==> src/rtl/multdiv_iterative.sv <==
`default_nettype none
// ============================================================================
// Module   : multdiv_iterative
// Brief    : Multi-cycle signed 32-bit multiply (Booth) / divide (non-restoring)
//            unit. Define MULTDIV_RADIX4_EN for radix-4 Booth (16 iterations).
// Revision : 1.0
// ============================================================================
module multdiv_iterative #(
    parameter int WIDTH = 32
) (
    input  logic             clock,
    input  logic             reset,
    input  logic [WIDTH-1:0] data_operandA,
    input  logic [WIDTH-1:0] data_operandB,
    input  logic             ctrl_MULT,
    input  logic             ctrl_DIV,
    output logic [WIDTH-1:0] data_result,
    output logic             data_exception,
    output logic             data_resultRDY,
    output logic             busy
);

    localparam int PW = 2*WIDTH + 3;

`ifdef MULTDIV_RADIX4_EN
    localparam logic [4:0] c_MULT_LAST = 5'd15;
`else
    localparam logic [4:0] c_MULT_LAST = 5'd31;
`endif
    localparam logic [4:0] c_DIV_LAST = 5'd31;

    typedef enum logic [1:0] {S_IDLE, S_MULT, S_DIV, S_DONE} state_t;

    state_t             r_state;
    state_t             w_state_next;
    logic [4:0]         r_cnt;
    logic               w_start_mult;
    logic               w_start_div;
    logic               w_last;

    logic [WIDTH-1:0]   r_mcand;
    logic [PW-1:0]      r_prod;
    logic [WIDTH+1:0]   w_mc;
    logic [WIDTH+1:0]   w_addend;
    logic [WIDTH+1:0]   w_upper_sum;
    logic [PW-1:0]      w_prod_next;
    logic [WIDTH:0]     w_prod_hi;
    logic               w_mul_exc;

    logic [WIDTH+1:0]   r_rem;
    logic [WIDTH-1:0]   r_quo;
    logic [WIDTH-1:0]   r_dvs;
    logic               r_qneg;
    logic               r_dz;
    logic [WIDTH+1:0]   w_rem_sh;
    logic [WIDTH+1:0]   w_rem_next;
    logic [WIDTH-1:0]   w_quo_next;
    logic [WIDTH-1:0]   w_div_res;
    logic               w_div_exc;
    logic [WIDTH-1:0]   w_mag_a;
    logic [WIDTH-1:0]   w_mag_b;

    always_ff @(posedge clock) begin
        if (reset) begin
            r_state <= S_IDLE;
        end else begin
            r_state <= w_state_next;
        end
    end

    always_comb begin
        w_state_next = r_state;
        w_start_mult = 1'b0;
        w_start_div  = 1'b0;
        w_last       = 1'b0;
        case (r_state)
            S_IDLE, S_DONE: begin
                w_start_mult = ctrl_MULT;
                w_start_div  = ctrl_DIV & ~ctrl_MULT;
                if (w_start_mult) begin
                    w_state_next = S_MULT;
                end else if (w_start_div) begin
                    w_state_next = S_DIV;
                end else begin
                    w_state_next = S_IDLE;
                end
            end
            S_MULT: begin
                w_last = (r_cnt == c_MULT_LAST);
                if (w_last) w_state_next = S_DONE;
            end
            S_DIV: begin
                w_last = r_dz | (r_cnt == c_DIV_LAST);
                if (w_last) w_state_next = S_DONE;
            end
            default: w_state_next = S_IDLE;
        endcase
    end

    assign busy           = (r_state == S_MULT) || (r_state == S_DIV);
    assign data_resultRDY = (r_state == S_DONE);

    // Booth step: accumulator upper part carries two guard bits so +/-2A never overflows
    always_comb begin
        w_mc     = {{2{r_mcand[WIDTH-1]}}, r_mcand};
        w_addend = '0;
`ifdef MULTDIV_RADIX4_EN
        case (r_prod[2:0])
            3'b001, 3'b010: w_addend = w_mc;
            3'b011:         w_addend = w_mc << 1;
            3'b100:         w_addend = ~(w_mc << 1) + 1'b1;
            3'b101, 3'b110: w_addend = ~w_mc + 1'b1;
            default:        w_addend = '0;
        endcase
        w_upper_sum = r_prod[PW-1:WIDTH+1] + w_addend;
        w_prod_next = $signed({w_upper_sum, r_prod[WIDTH:0]}) >>> 2;
`else
        case (r_prod[1:0])
            2'b01:   w_addend = w_mc;
            2'b10:   w_addend = ~w_mc + 1'b1;
            default: w_addend = '0;
        endcase
        w_upper_sum = r_prod[PW-1:WIDTH+1] + w_addend;
        w_prod_next = $signed({w_upper_sum, r_prod[WIDTH:0]}) >>> 1;
`endif
        w_prod_hi = w_prod_next[2*WIDTH:WIDTH];
        w_mul_exc = ~((&w_prod_hi) | ~(|w_prod_hi));
    end

    // Non-restoring step; the final remainder is discarded so no correction step is needed
    always_comb begin
        w_rem_sh   = {r_rem[WIDTH:0], r_quo[WIDTH-1]};
        w_rem_next = r_rem[WIDTH+1] ? (w_rem_sh + {2'b00, r_dvs})
                                    : (w_rem_sh - {2'b00, r_dvs});
        w_quo_next = {r_quo[WIDTH-2:0], ~w_rem_next[WIDTH+1]};
        w_div_res  = r_qneg ? (~w_quo_next + 1'b1) : w_quo_next;
        w_div_exc  = ~r_qneg & w_quo_next[WIDTH-1];
        // |0x80000000| = 2^31 still fits as an unsigned 32-bit magnitude
        w_mag_a    = data_operandA[WIDTH-1] ? (~data_operandA + 1'b1) : data_operandA;
        w_mag_b    = data_operandB[WIDTH-1] ? (~data_operandB + 1'b1) : data_operandB;
    end

    always_ff @(posedge clock) begin
        if (reset) begin
            r_cnt          <= '0;
            r_mcand        <= '0;
            r_prod         <= '0;
            r_rem          <= '0;
            r_quo          <= '0;
            r_dvs          <= '0;
            r_qneg         <= 1'b0;
            r_dz           <= 1'b0;
            data_result    <= '0;
            data_exception <= 1'b0;
        end else if (w_start_mult) begin
            r_cnt   <= '0;
            r_mcand <= data_operandA;
            r_prod  <= {{(WIDTH+2){1'b0}}, data_operandB, 1'b0};
        end else if (w_start_div) begin
            r_cnt  <= '0;
            r_rem  <= '0;
            r_quo  <= w_mag_a;
            r_dvs  <= w_mag_b;
            r_qneg <= data_operandA[WIDTH-1] ^ data_operandB[WIDTH-1];
            r_dz   <= (data_operandB == '0);
        end else if (r_state == S_MULT) begin
            r_cnt  <= r_cnt + 5'd1;
            r_prod <= w_prod_next;
            if (w_last) begin
                data_result    <= w_prod_next[WIDTH:1];
                data_exception <= w_mul_exc;
            end
        end else if (r_state == S_DIV) begin
            r_cnt <= r_cnt + 5'd1;
            r_rem <= w_rem_next;
            r_quo <= w_quo_next;
            if (r_dz) begin
                data_result    <= '0;
                data_exception <= 1'b1;
            end else if (w_last) begin
                data_result    <= w_div_res;
                data_exception <= w_div_exc;
            end
        end
    end

endmodule
`default_nettype wire

==> config.mk <==
export PLATFORM = sky130hd
export DESIGN_NAME = multdiv_iterative
export DESIGN_NICKNAME = d
export VERILOG_FILES = /design/src/rtl/multdiv_iterative.sv
export SDC_FILE = /design/constraint.sdc
export NUM_CORES = 1
export LEC_CHECK = 0
export BUFFER_PORTS_ARGS = -buffer_cell sky130_fd_sc_hd__buf_2
export CELL_PAD_IN_SITES_DETAIL_PLACEMENT = 0
export CELL_PAD_IN_SITES_GLOBAL_PLACEMENT = 1
export CORE_UTILIZATION = 50
export DETAILED_ROUTE_END_ITERATION = 7
export PLACE_DENSITY_LB_ADDON = 0.2
export SETUP_SLACK_MARGIN = 0.3
export SYNTH_ARGS = -nofsm -noshare
export SYNTH_HDL_FRONTEND = slang
export SYNTH_SLANG_ARGS = --single-unit
==> constraint.sdc <==
create_clock -name clock -period 9.86 [get_ports clock]
set_input_delay 1.479 -clock clock [delete_from_list [all_inputs] [get_ports clock]]
set_output_delay 1.479 -clock clock [all_outputs]
set_load 0.02 [all_outputs]
# Word level (Yosys, flattened, before mapping)

Cells that the tools add are included.
Widths: inputs -> output; s select.

Flip-flop bits (word level): 238
Input port bits: 68
Output and inout port bits: 35
Logic and storage cells: 99

Add/sub/neg operators: 8
Eq/ne operators: 12
Mux-type cells: 34
Bitwise logic cells: 16
Reductions and logical operators: 17

Operators with widths:

| operator              | count |
|---|---|
| $mux 32               | 11 |
| $mux 34               | 4 |
| $mux 33               | 3 |
| $add 32x1->32 const B | 3 |
| $not 32->32           | 3 |
| $pmux 34 s2           | 1 |
| $add 34x1->34 const B | 1 |
| $add 34x32->34        | 1 |
| $add 34x34->34        | 1 |
| $not 34->34           | 1 |
| $sub 34x32->34        | 1 |
| $reduce_and 33->1     | 1 |
| $reduce_or 33->1      | 1 |
| $logic_not 32->1      | 1 |
| $mux 5                | 2 |
| $ne 2x2->1 const B    | 5 |
| $mux 2                | 4 |
| $reduce_and 2->1      | 4 |
| $mux 1                | 7 |
| $not 1->1             | 7 |
| $eq 2x2->1 const B    | 3 |
| $pmux 2 s3            | 1 |
| $reduce_bool 2->1     | 3 |
| $add 5x1->5 const B   | 1 |
| other kinds (13)      | 17 |

# Longest topological paths before layout

Word-level depth: 10
Mapped depth: 25

# Worst setup path after synthesis

No wires, ideal clock.

Path type: flip-flop to flip-flop
From: register r_mcand[0]
To: register data_exception
Setup time: 134 ps
Arrival: 5,204 ps
Slack: 4,522 ps
Stages on the path, launching flop included: 22
Period minus slack after synthesis: 5,338 ps
Cells stage by stage: dfxtp_1 inv_1 ha_1 or3b_2 or3_1 nor3_1 nand2_1 or2_2 or4_1 a21oi_1 a311oi_1 ha_1 and4_1 clkbuf_1 nand2_1 or4_1 a221oi_2 nand3_1 or4_1 nor4_1 a41o_1 nand3_1

Longest elaborated chain between the ends: 10

RTL lines:

| item                   | line | RTL |
|---|---|---|
| from (decl)            | 41   | `logic [WIDTH-1:0] r_mcand;` |
| from (signal assigned) | 157  | `r_mcand <= data_operandA;` |
| $not 34->34            | 120  | `2'b10: w_addend = ~w_mc + 1'b1;` |
| $add 34x1->34          | 120  |  |
| $pmux 34 s2 (*)        | 118  | `case (r_prod[1:0])` |
| $add 34x34->34 (*)     | 123  | `w_upper_sum = r_prod[PW-1:WIDTH+1] + w_addend;` |
| $reduce_or 33->1       | 127  | `w_mul_exc = ~((&w_prod_hi) \| ~(\|w_prod_hi));` |
| $not 1->1              | 127  |  |
| $or 1x1->1 (*)         | 127  |  |
| $not 1->1 (*)          | 127  |  |
| $mux 1 (*)             | 169  | `if (w_last) begin` |
| $mux 1 (*)             | 166  | `end else if (r_state == S_MULT) begin` |
| to (signal assigned)   | 171  | `data_exception <= w_mul_exc;` |
| to (signal assigned)   | 182  | `data_exception <= w_div_exc;` |
| to (decl)              | 18   | `output logic data_exception,` |

Mark *: on every way between the ends. The rest lies on a longest branch, timed or not. The select of a mux whose other input is x is not followed.
A chain may end at the register's enable or synchronous reset.

# Worst setup path after layout

Ends and elaborated chain as after synthesis.

==> metrics.yaml <==
fill_cells: 3291
avgSynthCellArea_um2: 7.380
yosys_warnings: 0
fin_crit_sh: 0.6204
drt_wl_total_um: 53500
syn2layout_area_growth_pct: 9.754
timing.fmax_mhz: 163.5
async_reset_ff_frac: 0
slew_violations: 0
grt_usage: 0.3036
yosysMostFrequentCell: "nor2_1"
r2r_end: "data_exception"
yosys_most_used_dff: "dfxtp_1"
cts_resized: 0
dp_cells: 2705
setup_slack_ns: 3.742
p_leak_uw: 0.007553
drive_gt1_frac: 0.08510
setup_violations: 0
netlist.area_leader.share: 0.2820
clock_path_buffers: 3
tns_ns: 0
insertion_delay_ns: 0.58
max-slew-margin-rel: 0.2550
final_hold_viol_count: 0
drt-initial-drc-count: 1360
ff2ff_path_depth: 20
cts_tree: "done"
antenna_found_initial: 1
die_area_um2: 34530
final_cells: 2758
io_buffers: 102
drtPass1Iterations: 7
synth_area_leader_cell: "dfxtp_1"
rsz0062_at_grt: "no"
die_x_um: 185.8
synth.distinct_cells: 79
p_per_area_nw_per_um2: 332.6
synth_edf_count: 0
start_util: 0.5140
critPathArrivalTime_ns: 6.57
place.gp.congestion: 0.9322
worstPathMaxFanout: 7
tightest_slew_ns: 1.111
die_y_um: 185.8
status: "completed"
report.power.total_uw: 6167
irDropWorstVdd_v: 0.0002336
cp-startpoint: "r_mcand[0]"
grt-ovfl-total: 0
ios: 103
min_path_cells: 2
grt_max_degree: 90
worstPathRequired_ns: 10.31
synth_nets: 2437
clockRootBuffer: "clkbuf_16"
synthTopCellsByArea: "dfxtp_1 28%, nor2_1 8.2%, ha_1 5.8%"
wl_per_cell_um: 19.40
r2r_start: "r_mcand[0]"
clkTransAtPathRegs_ns: 0.06
grt_pass1_vias: 15330
worstSetupPathType: "register to register"
cap_violations: 0
skew_ns: 0.02227
coreArea_um2: 32870
nets: 2442
r2r_slack_ns: 3.74
critPathCaptureType: "register"
dpl.hpwl_um: 38800
ys_seq_area_frac: 0.2820
grt_pass1_wl_um: 83480
ys_ff_latch: 238
fin_util: 0.5641
cts.sinks: 238
cts_buffers: 29
h-tree-depth: 1
final_antenna_net_count: 0
drc_errors: 0
cts_setup_buffers: 0
hold_path.class: "register to register"
cp-start-kind: "register"
syn_area_um2: 16890
vias: 16930
syn_inst: 2289
period_needed_ns: 6.118
cts_hold_buffers: 0
crit_end: "data_exception"
netlist_top_cells_count: "367 x nor2_1, 238 x dfxtp_1, 203 x nand2_1, 189 x a21oi_1, 121 x clkbuf_1"
pre_cts_ws_ns: 3.880
num_rows: 66
via_per_inst: 6.137
## per-stage QoR
step | hold slack [ns] | area, um2
2_1_floorplan | 0.4362 | 16890
3_3_place_gp | 0.4472 | 17590
3_5_place_dp | 0.4629 | 17590
4_1_cts | 0.4729 | 18540
5_1_grt | 0.4838 | 18540
6_report | 0.4695 | 18540
## layout make-up
class,instances,area (um2),area share
diodes,1,2.502,0.0001350
repair buffers,121,659.4,0.03556
clock buffers,42,804.5,0.04339
flip-flops and latches,238,4765,0.2570
clock inverters,10,142.6,0.007693
inverters,74,277.8,0.01498
well taps,442,553.0,0.02983
multi-input cells,1830,11340,0.6114
## sequential cells by signal, indices dropped and copies added (netlist names), 2 cells and up
name and count:
r_quo 32, r_prod 66, r_dvs 32, r_cnt 5, r_mcand 32, r_state 2, r_rem 34, data_result 32
## critical path: stages (launching register included)
cell and delay [ns]:
dfxtp_1 0.32, inv_1 0.09, ha_1 0.19, or3b_2 0.48
or3_1 0.39, nor3_1 0.30, nand2_1 0.16, or3_1 0.36
or4_1 0.41, a311oi_1 0.28, ha_1 0.36, a21o_1 0.19
a21oi_1 0.34, a211o_1 0.25, a21oi_1 0.08, a2111oi_0 0.74
xnor2_1 0.22, nor3_1 0.23, nand4_1 0.12, o41ai_1 0.35
nand3_1 0.11
## cells by family after synthesis
| kind of cell | after synthesis | share of synthesized area |
|---|---|---|
| fa+ha+maj | 80 | 0.06014 |
| simple gates | 913 | 0.2542 |
| mux | 41 | 0.02444 |
| flops | 238 | 0.2820 |
| buf+inv | 221 | 0.04999 |
| xor+xnor | 158 | 0.08191 |
| compound gates | 638 | 0.2473 |
## how the worst min path moves through the flow
stage | start | to | slack (ns)
after floorplan | r_rem[20] | r_rem[20] | 0.44
after global placement | r_rem[4] | r_rem[4] | 0.45
after detailed placement | r_rem[20] | r_rem[20] | 0.46
after CTS | r_mcand[0] | r_mcand[0] | 0.47
after global routing | r_rem[20] | r_rem[20] | 0.48
final | r_rem[20] | r_rem[20] | 0.47
## layer usage
layer / vias to the layer above / track usage / wire [um]
met5: - / 0 / 0
met4: 0 / 0.1305 / 2153
met3: 109 / 0.03111 / 3119
met2: 526 / 0.5015 / 24640
met1: 7980 / 0.4003 / 23600
li1: 8310 / - / -
## power by group
part	internal (uW)	leakage, uW	total, uW	switching, uW
Clock	644	0.000463	1080	439
Sequential	1180	0.00194	1430	249
Combinational	1380	0.00515	3650	2270
## cells in the final DEF, fill, tap and decap left out, types with 8 or more instances in the layout
cell type,Yosys,final
a211oi_1,76,76
nand2b_1,11,10
or4_1,24,24
and3_1,21,20
a22o_1,10,10
o31ai_1,24,24
a22oi_1,18,18
buf_2,6,101
dfxtp_1,238,238
nor4_1,26,26
nand2_1,203,202
o21ai_0,74,73
ha_1,78,77
a21o_1,36,36
buf_4,0,19
or2_2,8,8
o21bai_1,11,11
a221oi_1,19,19
nor2_1,367,364
o22ai_1,35,35
o41ai_1,12,12
and2_1,10,10
clkbuf_16,0,29
nand3b_1,13,13
a21oi_1,189,189
o21a_1,11,11
or3_1,42,42
xnor2_1,58,58
a31oi_1,55,55
nor2b_1,11,11
a211o_1,11,11
clkbuf_1,121,10
xor2_1,100,100
nor3_1,82,80
inv_1,74,74
nand4_1,15,15
a311oi_1,10,10
nand3_1,43,43
mux2i_1,39,39
Note: power is estimated with default switching activity, not from simulation.
